==> src/rtl/pipe_pkg.sv <==
// Shared definitions for the pipeline stage registers (IF/ID, ID/EX, EX/MEM, MEM/WB).
// The state encoding doubles as the held-entry count.
package pipe_pkg;

    localparam int CTRL_W_DEF = 16;
    localparam int DATA_W_DEF = 144;

    typedef enum logic [1:0] {
        ST_EMPTY = 2'd0,
        ST_ONE   = 2'd1,
        ST_TWO   = 2'd2
    } stage_state_t;

endpackage

==> src/rtl/pipe_stage_reg.sv <==
// Two-entry valid/ready pipeline register: a main register driving the outputs
// and one skid register, so inReady can be registered without losing entries.
module pipe_stage_reg
    import pipe_pkg::*;
#(
    parameter int CTRL_W = CTRL_W_DEF,
    parameter int DATA_W = DATA_W_DEF
) (
    input  logic              clockIn,
    input  logic              reset,
    input  logic              flush,
    input  logic              inValid,
    output logic              inReady,
    input  logic [CTRL_W-1:0] ctrlIn,
    input  logic [DATA_W-1:0] dataIn,
    output logic              outValid,
    input  logic              outReady,
    output logic [CTRL_W-1:0] ctrlOut,
    output logic [DATA_W-1:0] dataOut,
    output logic [1:0]        occupancy
);

    // Handshake: a transfer happens on a rising edge where valid && ready are
    // both high; valid and its payload hold until that edge.

    stage_state_t      r_state;
    logic              r_in_ready;
    logic [CTRL_W-1:0] r_main_ctrl;
    logic [DATA_W-1:0] r_main_data;
    logic [CTRL_W-1:0] r_skid_ctrl;
    logic [DATA_W-1:0] r_skid_data;

    stage_state_t      w_state_nxt;
    logic [CTRL_W-1:0] w_main_ctrl_nxt;
    logic [DATA_W-1:0] w_main_data_nxt;
    logic [CTRL_W-1:0] w_skid_ctrl_nxt;
    logic [DATA_W-1:0] w_skid_data_nxt;
    logic              w_accept;
    logic              w_consume;

    assign w_accept  = inValid && r_in_ready;
    assign w_consume = (r_state != ST_EMPTY) && outReady;

    always_comb begin
        w_state_nxt     = r_state;
        w_main_ctrl_nxt = r_main_ctrl;
        w_main_data_nxt = r_main_data;
        w_skid_ctrl_nxt = r_skid_ctrl;
        w_skid_data_nxt = r_skid_data;
        if (flush) begin
            // A same-cycle consume still takes the head; everything else is dropped.
            w_state_nxt     = ST_EMPTY;
            w_main_ctrl_nxt = '0;
            w_skid_ctrl_nxt = '0;
        end else begin
            case (r_state)
                ST_EMPTY: begin
                    if (w_accept) begin
                        w_state_nxt     = ST_ONE;
                        w_main_ctrl_nxt = ctrlIn;
                        w_main_data_nxt = dataIn;
                    end
                end
                ST_ONE: begin
                    case ({w_accept, w_consume})
                        2'b10: begin
                            w_state_nxt     = ST_TWO;
                            w_skid_ctrl_nxt = ctrlIn;
                            w_skid_data_nxt = dataIn;
                        end
                        2'b01: begin
                            w_state_nxt     = ST_EMPTY;
                            w_main_ctrl_nxt = '0;
                        end
                        2'b11: begin
                            w_main_ctrl_nxt = ctrlIn;
                            w_main_data_nxt = dataIn;
                        end
                        default: ;
                    endcase
                end
                ST_TWO: begin
                    // inReady is low here, so only a consume can move the state.
                    if (w_consume) begin
                        w_state_nxt     = ST_ONE;
                        w_main_ctrl_nxt = r_skid_ctrl;
                        w_main_data_nxt = r_skid_data;
                        w_skid_ctrl_nxt = '0;
                    end
                end
                default: begin
                    w_state_nxt     = ST_EMPTY;
                    w_main_ctrl_nxt = '0;
                    w_skid_ctrl_nxt = '0;
                end
            endcase
        end
    end

    always_ff @(posedge clockIn) begin
        if (reset) begin
            r_state     <= ST_EMPTY;
            r_in_ready  <= 1'b1;
            r_main_ctrl <= '0;
            r_main_data <= '0;
            r_skid_ctrl <= '0;
            r_skid_data <= '0;
        end else begin
            r_state     <= w_state_nxt;
            r_in_ready  <= (w_state_nxt != ST_TWO);
            r_main_ctrl <= w_main_ctrl_nxt;
            r_main_data <= w_main_data_nxt;
            r_skid_ctrl <= w_skid_ctrl_nxt;
            r_skid_data <= w_skid_data_nxt;
        end
    end

    assign inReady   = r_in_ready;
    assign outValid  = (r_state != ST_EMPTY);
    assign ctrlOut   = r_main_ctrl;
    assign dataOut   = r_main_data;
    assign occupancy = r_state;

endmodule

==> config.mk <==
export PLATFORM = sky130hd
export DESIGN_NAME = pipe_stage_reg
export DESIGN_NICKNAME = d
export VERILOG_FILES = /design/src/rtl/pipe_pkg.sv /design/src/rtl/pipe_stage_reg.sv
export SDC_FILE = /design/constraint.sdc
export NUM_CORES = 1
export LEC_CHECK = 0
export ABC_AREA = 1
export BUFFER_PORTS_ARGS = -buffer_cell sky130_fd_sc_hd__buf_2
export CELL_PAD_IN_SITES_DETAIL_PLACEMENT = 1
export CELL_PAD_IN_SITES_GLOBAL_PLACEMENT = 1
export CORE_UTILIZATION = 37
export DETAILED_ROUTE_END_ITERATION = 10
export GPL_TIMING_DRIVEN = 0
export PLACE_DENSITY_LB_ADDON = 0.1
export SLEW_MARGIN = 20
export SYNTH_ARGS = -nofsm -noshare
export SYNTH_HDL_FRONTEND = slang
export SYNTH_SLANG_ARGS = --single-unit
==> constraint.sdc <==
create_clock -name clockIn -period 2.5 [get_ports clockIn]
set_input_delay 0.125 -clock clockIn [delete_from_list [all_inputs] [get_ports clockIn]]
set_output_delay 0.125 -clock clockIn [all_outputs]
set_load 0.01 [all_outputs]
* Yosys cells after proc, flatten, opt, wreduce, memory -nomap -nowiden
Index checks and enable logic that the tools add are counted.
** Word-level totals
- Register bits after elaboration :: 323
- Input bits :: 165
- Word-level logic and storage cells :: 45
- Output and inout port bits :: 164
** Operators by class
- Reductions and logical operators :: 10
- Muxes and demuxes :: 16
- Bitwise logic cells :: 2
- Equal/unequal tests :: 11
** Operators by type and width (number)
- 144-bit 2-to-1 mux :: 3
- 144-bit case mux with 3 select lines :: 1
- 16-bit case mux with 3 select lines :: 2
- 16-bit 2-to-1 mux :: 4
- 16-bit case mux with 2 select lines :: 1
- 3-bit AND reduction :: 3
- 2-bit != test (second input constant) :: 4
- 2-bit equality test (second input constant) :: 3
- 2-bit 2-to-1 mux :: 3
- 2-bit case mux with 3 select lines :: 1
- 5-bit AND reduction :: 1
- 2-bit by 1-bit equality test with 1-bit output (second input constant) :: 2
- 2-bit case mux with 2 select lines :: 1
- 3-bit by 1-bit != test with 1-bit output (second input constant) :: 1
- 3-bit nonzero test :: 1
- 1-bit logical AND :: 2
- 2-bit zero test :: 1
- 2-bit by 1-bit != test with 1-bit output (second input constant) :: 1
- 1-bit inverter :: 2
- 2-bit nonzero test :: 1
- 2-bit OR reduction :: 1

* Longest topological paths before layout
- Depth in word-level cells :: 7
- Mapped depth :: 14
- Gate-level depth less buffers :: 10

* Worst setup path before layout
Ideal clock, no wire load.
- Path kind :: register to register
- Start point :: register r_state[0] (netlist: occupancy[0])
- End point :: register r_main_data[0] (netlist: dataOut[0])
- Clock period less this slack :: 2297 ps
- Setup slack :: 203 ps
- Arrival :: 2184 ps
- Stages on the path, launching flop included :: 14
- Path buffers :: 5
- Data required time :: 2387 ps
- Setup time :: 113 ps
- Cell sequence :: dfxtp_1 nor2_1 buf_2 buf_1 nor2_1 ha_1 buf_2 nand3b_1 nand2_1 nor2_4 buf_4 buf_4 nor2_1 nor2_1
** On the way
- Longest elaborated chain between the ends :: 5
- Elaborated cells on any way between the ends :: 12
- Those cells by class :: 6 x eq/ne; 1 x mux; 5 x reduce/logical
** RTL lines
- start, declared :: line pipe_stage_reg.sv:26 : stage_state_t r_state;
- start signal, assigned :: line pipe_stage_reg.sv:109 : r_state <= w_state_nxt;
- 2-bit nonzero test :: line pipe_stage_reg.sv:42 : assign w_consume = (r_state != ST_EMPTY) && outReady;
- 1-bit logical AND :: line pipe_stage_reg.sv:42
- 2-bit equality test :: line pipe_stage_reg.sv:65 : case ({w_accept, w_consume})
- 2-bit by 1-bit != test with 1-bit output (no line)
- 5-bit AND reduction (no line)
- end signal, assigned :: line pipe_stage_reg.sv:112 : r_main_data <= w_main_data_nxt;
- end, declared :: line pipe_stage_reg.sv:29 : logic [DATA_W-1:0] r_main_data;
Parallel ways exist; a longest one is shown, timed or not.
A chain may end at the register's enable or synchronous reset.

* Worst setup path in the final report
- Start point :: register r_state[0] (netlist: occupancy[0])
- End point :: register r_main_data[105] (netlist: dataOut[105])
The elaborated chain is that of the path after synthesis.

==> key figures <==
Global routing
  – Gr ovfl total: 0
  – Initial antenna violation count: 6
  – Vias in the first global route: 15900
  – GRT Util Overall: 25.8%
  – Largest net degree at the start of global routing: 20
  – First-pass GRT wire length: 80700 um

Synthesis
  – Cell area after synthesis: 14400 sq um
  – Distinct cell type count after synthesis: 20
  – Post-Syn Instances: 2285
  – Post-Syn Nets: 2453
  – Count of state elements after synthesis: 323
  – Sequential fraction of the synthesis area: 45.0%
  – Syn_area_per_cell: 6.28 sq um
  – Yosys synthesis warning count: 0

Clock tree
  – Clock root cell: clkbuf_16
  – Clk buf depth: 3
  – CTS clock-pin slew for the worst setup and hold paths: 0.06 ns
  – CTS tree: yes
  – CTS Buf Count: 40
  – Worst skew pair latency: 0.55 ns
  – CTS sink count: 323
  – CTS H-Tree Depth: 2

Timing
  – Achievable frequency: 0.425 GHz
  – Skew final: 0.00558 ns
  – Final Hold Viols: 0
  – Slew @ Worst Pin: 0.929 ns
  – Setup TNS: 0 ns
  – Final period util: 94.0%
  – Final setup vio count: 0
  – Slew margin rel.: 38.1%
  – Final worst slack: 0.150 ns
  – Max Slew Vio Count: 0
  – Final min period: 2.35 ns
  – RSZ-0062 raised after global routing: false
  – Hold WS: 0.0216 ns

Worst setup path
  – Req. time, crit path: 2.94 ns
  – R2r setup slk: 0.15 ns
  – CP max stage cell: dfxtp_2
  – CP Class: flop to flop
  – Reg2reg path depth: 14
  – CP max stage delay: 0.36 ns
  – CP Cell Sequence: nor2_2 > buf_8 > nor2_2 > ha_1 > buf_4 > nand3b_1 > nand2_1 > nor2_4 > buf_12 > buf_4 > buf_4 > buf_4 > nor2_1 > nor2_1
  – Crit path max fanout: 10
  – Setup crit start: occupancy[0]
  – Critical R2R Launch: occupancy[0]
  – CP dominant cell by count: buf_4
  – CP startpoint kind: flop
  – Crit end category: flop
  – Crit path DAT: 2.79 ns
  – Worst R2R End: dataOut[105]

Floorplanning
  – # rows: 71
  – Die area: 39600 sq um
  – CORE AREA: 37900 sq um
  – I/O Pins: 329
  – Die height: 199 um
  – Die W: 199 um
  – Initial core utilization: 37.8%

Detailed routing
  – Drt drc: 0
  – DR vias: 15600
  – Post-DRT Antenna Nets: 0
  – Drt total wl: 51600 um
  – DR vias/cell: 4.64
  – Initial DRC Count: 495
  – Drt first pass iters: 4
  – WL/cell: 15.3 um

Power and ir drop
  – Pwr dens: 664 nW/um^2
  – Static Leak: 10.0 nW
  – VDD IR max: 0.000441 V

Layout
  – Layout cells sized above 1: 16.8%
  – Post-route cell area: 19700 sq um
  – Non-Filler Instances: 3367
  – Commonest non-fill, non-tap cell in the layout: nand2_1
  – Final nets: 2991
  – Synth-to-Final Area Change: 36.9%
  – Most frequent cells in the layout: nand2_1, nor2_1, buf_2

Outcome
  – Outcome: finished clean

Min path
  – Hold endpoint: ctrlOut[13]
  – Hold Path Class: primary input to flop
  – Cells on Worst Hold Path: 5
  – HP Start: ctrlIn[13]

Placed design
  – HPWL Detailed: 35400 um
  – RePlAce Congestion: 0.820
  – Placed Cells: 3124
  – Place WS: -0.620 ns
  – Port Buf Inserts: 328
  – Placed cell areas: 16600 sq um

Run
  – Max-cap check violation count: 0
## flip-flops by register name, indices dropped and copies added, names as in the netlist
name,cells
inReady,1
r_skid_data,144
dataOut,144
occupancy,2
r_skid_ctrl,16
ctrlOut,16
## worst max-delay path, delay by kind of cell, from the launching register on
family	cells	cell delay, ns
adder cells (fa/ha/maj)	1	0.19
buffers and inverters	6	0.90
AND/OR/NAND/NOR	7	0.77
flip-flops	1	0.36
## where the power goes
part,internal (mW),switching (mW)
sequential,5.41,0.130
combinational,0.789,1.06
clock,3.40,2.26
## area by class of cell
| cell class | instances | area (sq um) |
|---|---|---|
| fillers | 5123 | 18300 |
| flip-flops and latches | 323 | 6470 |
| multi-input cells | 1605 | 6380 |
| repair buffers | 498 | 3350 |
| clock buffers | 63 | 1210 |
| inverters | 217 | 815 |
| plain buffers | 138 | 726 |
| well taps | 511 | 639 |
| clock inverters | 7 | 60.1 |
| diodes | 5 | 12.5 |
## per-layer routing
layer  global-route usage (%)  routed length, um  vias to the layer above
met5                        0                  0                        -
met4                     10.3               1600                        0
met3                     5.15               2600                      107
met2                     46.2              25500                      293
met1                     29.9              21900                     7348
li1                         -                  -                     7891
## metrics by stage
step | util [%] | power, mW
floorplan | - | 6.56
global placement | 43.9 | 7.16
detailed placement | 43.9 | 7.23
CTS | 51.6 | 13.2
global route | 51.8 | 13.7
finish | 51.8 | 13.0
## worst max-delay path by stage
stage,to,slack [ns]
3_3_place_gp,dataOut[93],-0.55
5_1_grt,dataOut[112],0.006
3_5_place_dp,dataOut[30],-0.62
6_report,dataOut[105],0.15
4_1_cts,r_skid_data[104],0.02
2_1_floorplan,dataOut[0],0.20
## cell families (layout without fill, tap and decap cells)
group	after synthesis	count (layout)	share of synthesized area (%)
simple gates	1381	1381	36.4
buf+inv	357	923	10.6
flops	323	323	45.0
compound gates	221	221	7.71
fa+ha+maj	3	3	0.262
other cells	0	5	0
## synthesized netlist by cell type
master	instances	share of area (%)
dfxtp_1	323	45
buf_4	30	1.6
nand2_1	755	20
nor2_1	602	16
buf_1	7	0.18
nand2_2	1	0.044
ha_1	3	0.26
buf_2	44	1.5
nand3b_1	1	0.052
nor2_4	1	0.078
inv_1	213	5.6
inv_2	4	0.10
buf_6	1	0.078
a21oi_1	31	1.1
a31oi_1	1	0.044
o21ai_1	32	1.1
clkbuf_1	58	1.5
o21ai_0	157	5.5
nand3_1	20	0.70
nand3_2	1	0.070
## timing repair
item | CTS | global route
hold buffers | 163 | 0
pin swaps | 1 | 1
endpoints found under the hold margin | 263 | 0
endpoints found under the setup margin | 320 | 203
buffers inserted | 3 | 4
gates resized for setup | 11 | 4
(Power assumes the default switching activity.)
